### config.mk
export PLATFORM = sky130hd
export DESIGN_NAME = alu_rr_scheduler
export DESIGN_NICKNAME = d
export VERILOG_FILES = /design/src/rtl/alu_rr_scheduler.sv
export SDC_FILE = /design/constraint.sdc
export NUM_CORES = 1
export LEC_CHECK = 0
export CAP_MARGIN = 20
export CORE_MARGIN = 5
export CORE_UTILIZATION = 42
export CTS_CLUSTER_DIAMETER = 100
export CTS_CLUSTER_SIZE = 40
export DETAILED_ROUTE_END_ITERATION = 10
export HOLD_SLACK_MARGIN = 0.03
export PLACE_DENSITY = 0.95
export SLEW_MARGIN = 40
export SYNTH_ARGS = -nofsm -noshare
export SYNTH_HDL_FRONTEND = slang
export SYNTH_SLANG_ARGS = --single-unit
### constraint.sdc
create_clock -name clk -period 3.6 [get_ports clk]
set_input_delay 0.36 -clock clk [delete_from_list [all_inputs] [get_ports clk]]
set_output_delay 0.36 -clock clk [all_outputs]
set_load 0.02 [all_outputs]
### src/rtl/alu_rr_scheduler.sv
// Round-robin scheduler sharing one registered ALU among NUM_REQ requesters, with one op in flight.
// Define ALU_DIV0_GUARD_EN to intercept divide-by-zero (rsp_result=FF, rsp_err=1); otherwise rsp_err is 0.
module alu_rr_scheduler #(
  parameter int NUM_REQ = 4,
  parameter int DATA_W  = 4,
  parameter int RES_W   = 8,
  localparam int IDW    = (NUM_REQ > 1) ? $clog2(NUM_REQ) : 1
) (
  input  logic                      clk,
  input  logic                      reset,
  input  logic [NUM_REQ-1:0]        req_valid,
  output logic [NUM_REQ-1:0]        req_ready,
  input  logic [NUM_REQ*DATA_W-1:0] req_a,
  input  logic [NUM_REQ*DATA_W-1:0] req_b,
  input  logic [NUM_REQ*2-1:0]      req_op,
  output logic [DATA_W-1:0]         alu_a,
  output logic [DATA_W-1:0]         alu_b,
  output logic [1:0]                alu_op,
  input  logic [RES_W-1:0]          alu_result,
  output logic                      rsp_valid,
  input  logic                      rsp_ready,
  output logic [IDW-1:0]            rsp_id,
  output logic [RES_W-1:0]          rsp_result,
  output logic                      rsp_err,
  output logic                      busy
);

  localparam logic [1:0] ST_IDLE = 2'd0;
  localparam logic [1:0] ST_EXEC = 2'd1;
  localparam logic [1:0] ST_CAPT = 2'd2;
  localparam logic [1:0] ST_RESP = 2'd3;

  logic [1:0]        state_q, state_d;
  logic [IDW-1:0]    ptr_q, ptr_d;
  logic [DATA_W-1:0] alu_a_q, alu_a_d;
  logic [DATA_W-1:0] alu_b_q, alu_b_d;
  logic [1:0]        alu_op_q, alu_op_d;
  logic              rsp_valid_q, rsp_valid_d;
  logic [IDW-1:0]    rsp_id_q, rsp_id_d;
  logic [RES_W-1:0]  rsp_result_q, rsp_result_d;

  logic              grant_found;
  logic [IDW-1:0]    grant_idx;
  logic [DATA_W-1:0] sel_a, sel_b;
  logic [1:0]        sel_op;

  // First valid requester at or after the pointer, wrapping around.
  always_comb begin : grant_search
    int cand;
    cand        = 0;
    grant_found = 1'b0;
    grant_idx   = '0;
    for (int k = 0; k < NUM_REQ; k++) begin
      cand = (int'(ptr_q) + k) % NUM_REQ;
      if (!grant_found && req_valid[IDW'(cand)]) begin
        grant_found = 1'b1;
        grant_idx   = IDW'(cand);
      end
    end
  end

  always_comb begin
    req_ready = '0;
    sel_a     = '0;
    sel_b     = '0;
    sel_op    = '0;
    for (int i = 0; i < NUM_REQ; i++) begin
      if (grant_idx == IDW'(i)) begin
        sel_a  = req_a[i*DATA_W +: DATA_W];
        sel_b  = req_b[i*DATA_W +: DATA_W];
        sel_op = req_op[i*2 +: 2];
        req_ready[i] = (state_q == ST_IDLE) && grant_found && !reset;
      end
    end
  end

`ifdef ALU_DIV0_GUARD_EN
  logic sel_div0;
  logic err_pend_q, err_pend_d;
  logic rsp_err_q, rsp_err_d;
  assign sel_div0 = (sel_op == 2'd3) && (sel_b == '0);
`endif

  always_comb begin
    state_d      = state_q;
    ptr_d        = ptr_q;
    alu_a_d      = alu_a_q;
    alu_b_d      = alu_b_q;
    alu_op_d     = alu_op_q;
    rsp_valid_d  = rsp_valid_q;
    rsp_id_d     = rsp_id_q;
    rsp_result_d = rsp_result_q;
`ifdef ALU_DIV0_GUARD_EN
    err_pend_d   = err_pend_q;
    rsp_err_d    = rsp_err_q;
`endif
    case (state_q)
      ST_IDLE: begin
        if (grant_found) begin
          alu_a_d  = sel_a;
          alu_b_d  = sel_b;
          alu_op_d = sel_op;
          rsp_id_d = grant_idx;
          ptr_d    = (grant_idx == IDW'(NUM_REQ - 1)) ? '0 : grant_idx + IDW'(1);
          state_d  = ST_EXEC;
`ifdef ALU_DIV0_GUARD_EN
          // Feed the ALU a harmless add so it never sees a zero divisor.
          err_pend_d = sel_div0;
          if (sel_div0) begin
            alu_a_d  = '0;
            alu_b_d  = '0;
            alu_op_d = 2'd0;
          end
`endif
        end
      end
      ST_EXEC: state_d = ST_CAPT;
      ST_CAPT: begin
        rsp_result_d = alu_result;
        rsp_valid_d  = 1'b1;
        state_d      = ST_RESP;
`ifdef ALU_DIV0_GUARD_EN
        rsp_err_d = err_pend_q;
        if (err_pend_q) rsp_result_d = {RES_W{1'b1}};
`endif
      end
      default: begin
        if (rsp_ready) begin
          rsp_valid_d = 1'b0;
          state_d     = ST_IDLE;
        end
      end
    endcase
  end

  always_ff @(posedge clk) begin
    if (reset) begin
      state_q      <= ST_IDLE;
      ptr_q        <= '0;
      alu_a_q      <= '0;
      alu_b_q      <= '0;
      alu_op_q     <= '0;
      rsp_valid_q  <= 1'b0;
      rsp_id_q     <= '0;
      rsp_result_q <= '0;
`ifdef ALU_DIV0_GUARD_EN
      err_pend_q   <= 1'b0;
      rsp_err_q    <= 1'b0;
`endif
    end else begin
      state_q      <= state_d;
      ptr_q        <= ptr_d;
      alu_a_q      <= alu_a_d;
      alu_b_q      <= alu_b_d;
      alu_op_q     <= alu_op_d;
      rsp_valid_q  <= rsp_valid_d;
      rsp_id_q     <= rsp_id_d;
      rsp_result_q <= rsp_result_d;
`ifdef ALU_DIV0_GUARD_EN
      err_pend_q   <= err_pend_d;
      rsp_err_q    <= rsp_err_d;
`endif
    end
  end

  assign alu_a      = alu_a_q;
  assign alu_b      = alu_b_q;
  assign alu_op     = alu_op_q;
  assign rsp_valid  = rsp_valid_q;
  assign rsp_id     = rsp_id_q;
  assign rsp_result = rsp_result_q;
  assign busy       = (state_q != ST_IDLE);
`ifdef ALU_DIV0_GUARD_EN
  assign rsp_err    = rsp_err_q;
`else
  assign rsp_err    = 1'b0;
`endif

endmodule

==> reports/qor.yml <==
synth_most_common_cell: "a21oi_1"
routed_wirelength_um: 4290
layout.cells.non_filler: 302
critPathLaunchType: "input pin"
drtIter0Drc: 87
drive_gt1_frac: 0.0508
cts_buffers: 3
fill_cells: 255
critPathArrivalTime_ns: 2.70
drt_pass1_iterations: 4
r2r_slack_ns: 1.39
cp_max_fo: 7
clock_path_buffers: 2
yosysTopAreaCellShare: 0.334
power_density_nw_per_um2: 647
r2r-start: "ptr_q[1]$_SDFFE_PP0N_"
layout-area-overhead-vs-synth_pct: 56.8
syn_area_per_cell_sq_um: 8.27
layout.nets: 319
synth_edf_count: 0
syn_inst: 181
synth_nets: 243
outcome: "complete, no violations"
cp.required_ns: 3.24
hold_viol_final: 0
die_w_um: 69.7
grt_max_degree: 21
final.setup.tns_ns: 0
rows: 21
die_area_sq_um: 4860
finClkSkew_ns: 0.00940
ys_ff_latch: 25
netlist_top_cells_area: "dfxtp_1 33%, a21oi_1 11%, a221o_1 6.7%"
maxSlewViolCount: 0
vias: 1601
grt.total_usage: 0.172
yosys-top-cells-count: "34 x a21oi_1, 25 x dfxtp_1, 18 x inv_1"
clkLatencyLatePin_ns: 0.33
drc: 0
cts.sinks: 25
fin_crit_sh: 0.850
io_pins: 82
grt_pass1_vias: 1581
die_h_um: 69.7
htreeDepth: 1
fmax_ghz: 0.327
rsz0062_at_grt: "false"
post_drt_via_cell_ratio: 5.30
seq_area_sq_um: 500
async_reset_ff_frac: 0
core_area_sq_um: 3390
post-route-util: 0.693
final_antenna_net_count: 0
ys_types: 35
yosys_most_used_dff: "dfxtp_1"
cp-end-kind: "output pin"
finalSetupViolCount: 0
cts_root_buffer: "clkbuf_4"
multiInputGateArea_sq_um: 855
grt_antenna_before_repair: 0
wl_per_cell_um: 14.2
clk_pin_slew_ns: 0.14
power.total_uw: 1520
crit_type: "in -> out"
synth_seq_area_share: 0.334
netlist_area_sq_um: 1500
dp_hpwl_um: 3310
grt_pass1_wl_um: 7060
hold_class: "reg -> reg"
whs_ns: 0.474
drv_cap: 0
maxSlewHeadroom: 0.432
place_congestion: 0.800
worst_slew_pin_slew_ns: 0.848
yosysWarningCount: 0
start_util: 0.442
ctsHoldBuffers: 0
min_from: "rsp_id[0]$_SDFFE_PP0N_"
setup.worst_path.start: "req_valid[0]"
leakagePower_uw: 0.000925
numPortBuffers: 80
fin_crit_ns: 3.06
tritoncts: "built"
grt_overflow: 0
cts_setup_buffers: 0
placed_cells: 298
cts_resized: 0
ir_drop_uv: 285
diodes: 0
yosys.area.top_type: "dfxtp_1"
-- state kept, by name, indices dropped and copies added, names as in the netlist --
signal and cells:
alu_a 4, rsp_valid 1, ptr_q 2, rsp_id 2, state_q 2, alu_b 4
rsp_result 8, alu_op 2
-- where the power goes --
group          internal (uW)  switching [uW]
registers                365            51.7
logic                    460             509
clock network           42.5            89.8
total                    868             651
-- metrics by stage --
stage,cell area [sq um],setup WS (ns)
2_1_floorplan,1500,1.55
5_1_grt,2350,0.396
3_3_place_gp,2320,0.624
3_5_place_dp,2320,0.536
6_report,2350,0.539
4_1_cts,2350,0.519
-- cells in the final DEF, fill, tap and decap left out, types with 2 or more instances in the layout --
| cell type | n |
|---|---|
| a211oi_1 | 2 |
| ha_1 | 7 |
| nor2_1 | 11 |
| clkdlybuf4s50_1 | 80 |
| a221o_1 | 10 |
| nand3b_1 | 10 |
| o21ai_1 | 5 |
| o21ai_0 | 7 |
| nand3_1 | 3 |
| mux2i_1 | 9 |
| nand2_1 | 4 |
| inv_1 | 18 |
| o31ai_1 | 2 |
| clkbuf_4 | 3 |
| buf_4 | 5 |
| dfxtp_1 | 25 |
| a21oi_1 | 34 |
| and3_1 | 4 |
-- routing by layer --
layer,GRT usage,wire length (um),vias to the layer above
li1,-,-,803
met5,0,0,-
met4,0.0553,26,0
met1,0.202,1830,729
met3,0.0594,387,4
met2,0.291,2050,65
-- critical path, cell delays in order --
cell and delay, ns:
clkdlybuf4s50_1 0.64, nand2_1 0.09, a311oi_1 0.45, or2_2 0.21
ha_1 0.16, and3_1 0.15, clkdlybuf4s50_1 0.62
-- path summary, 6_finish.rpt --
| kind | cells past startpoint | to |
|---|---|---|
| setup / recovery | 7 | req_ready[0] |
| hold / removal | 2 | rsp_id[0]$_SDFFE_PP0N_ |
| setup reg to reg | 8 | alu_a[1]$_SDFFE_PP0N_ |
| hold reg to reg | 2 | rsp_id[0]$_SDFFE_PP0N_ |
-- kinds of logic (layout without fill, tap and decap cells) --
logic type | Yosys count | in the layout | share of synthesized area
buf+inv | 32 | 107 | 0.0952
simple gates | 37 | 37 | 0.137
flops | 25 | 25 | 0.334
other cells | 1 | 1 | 0.00250
mux | 9 | 9 | 0.0602
compound gates | 70 | 70 | 0.312
fa+ha+maj | 7 | 7 | 0.0585
-- layout make-up --
| class | count | area share |
|---|---|---|
| repair buffers | 85 | 0.357 |
| clock inverters | 1 | 0.00320 |
| clock buffers | 3 | 0.00959 |
| flip-flops and latches | 25 | 0.213 |
| multi-input cells | 124 | 0.364 |
| inverters | 18 | 0.0288 |
| well taps | 46 | 0.0245 |
(Power assumes the default switching activity.)
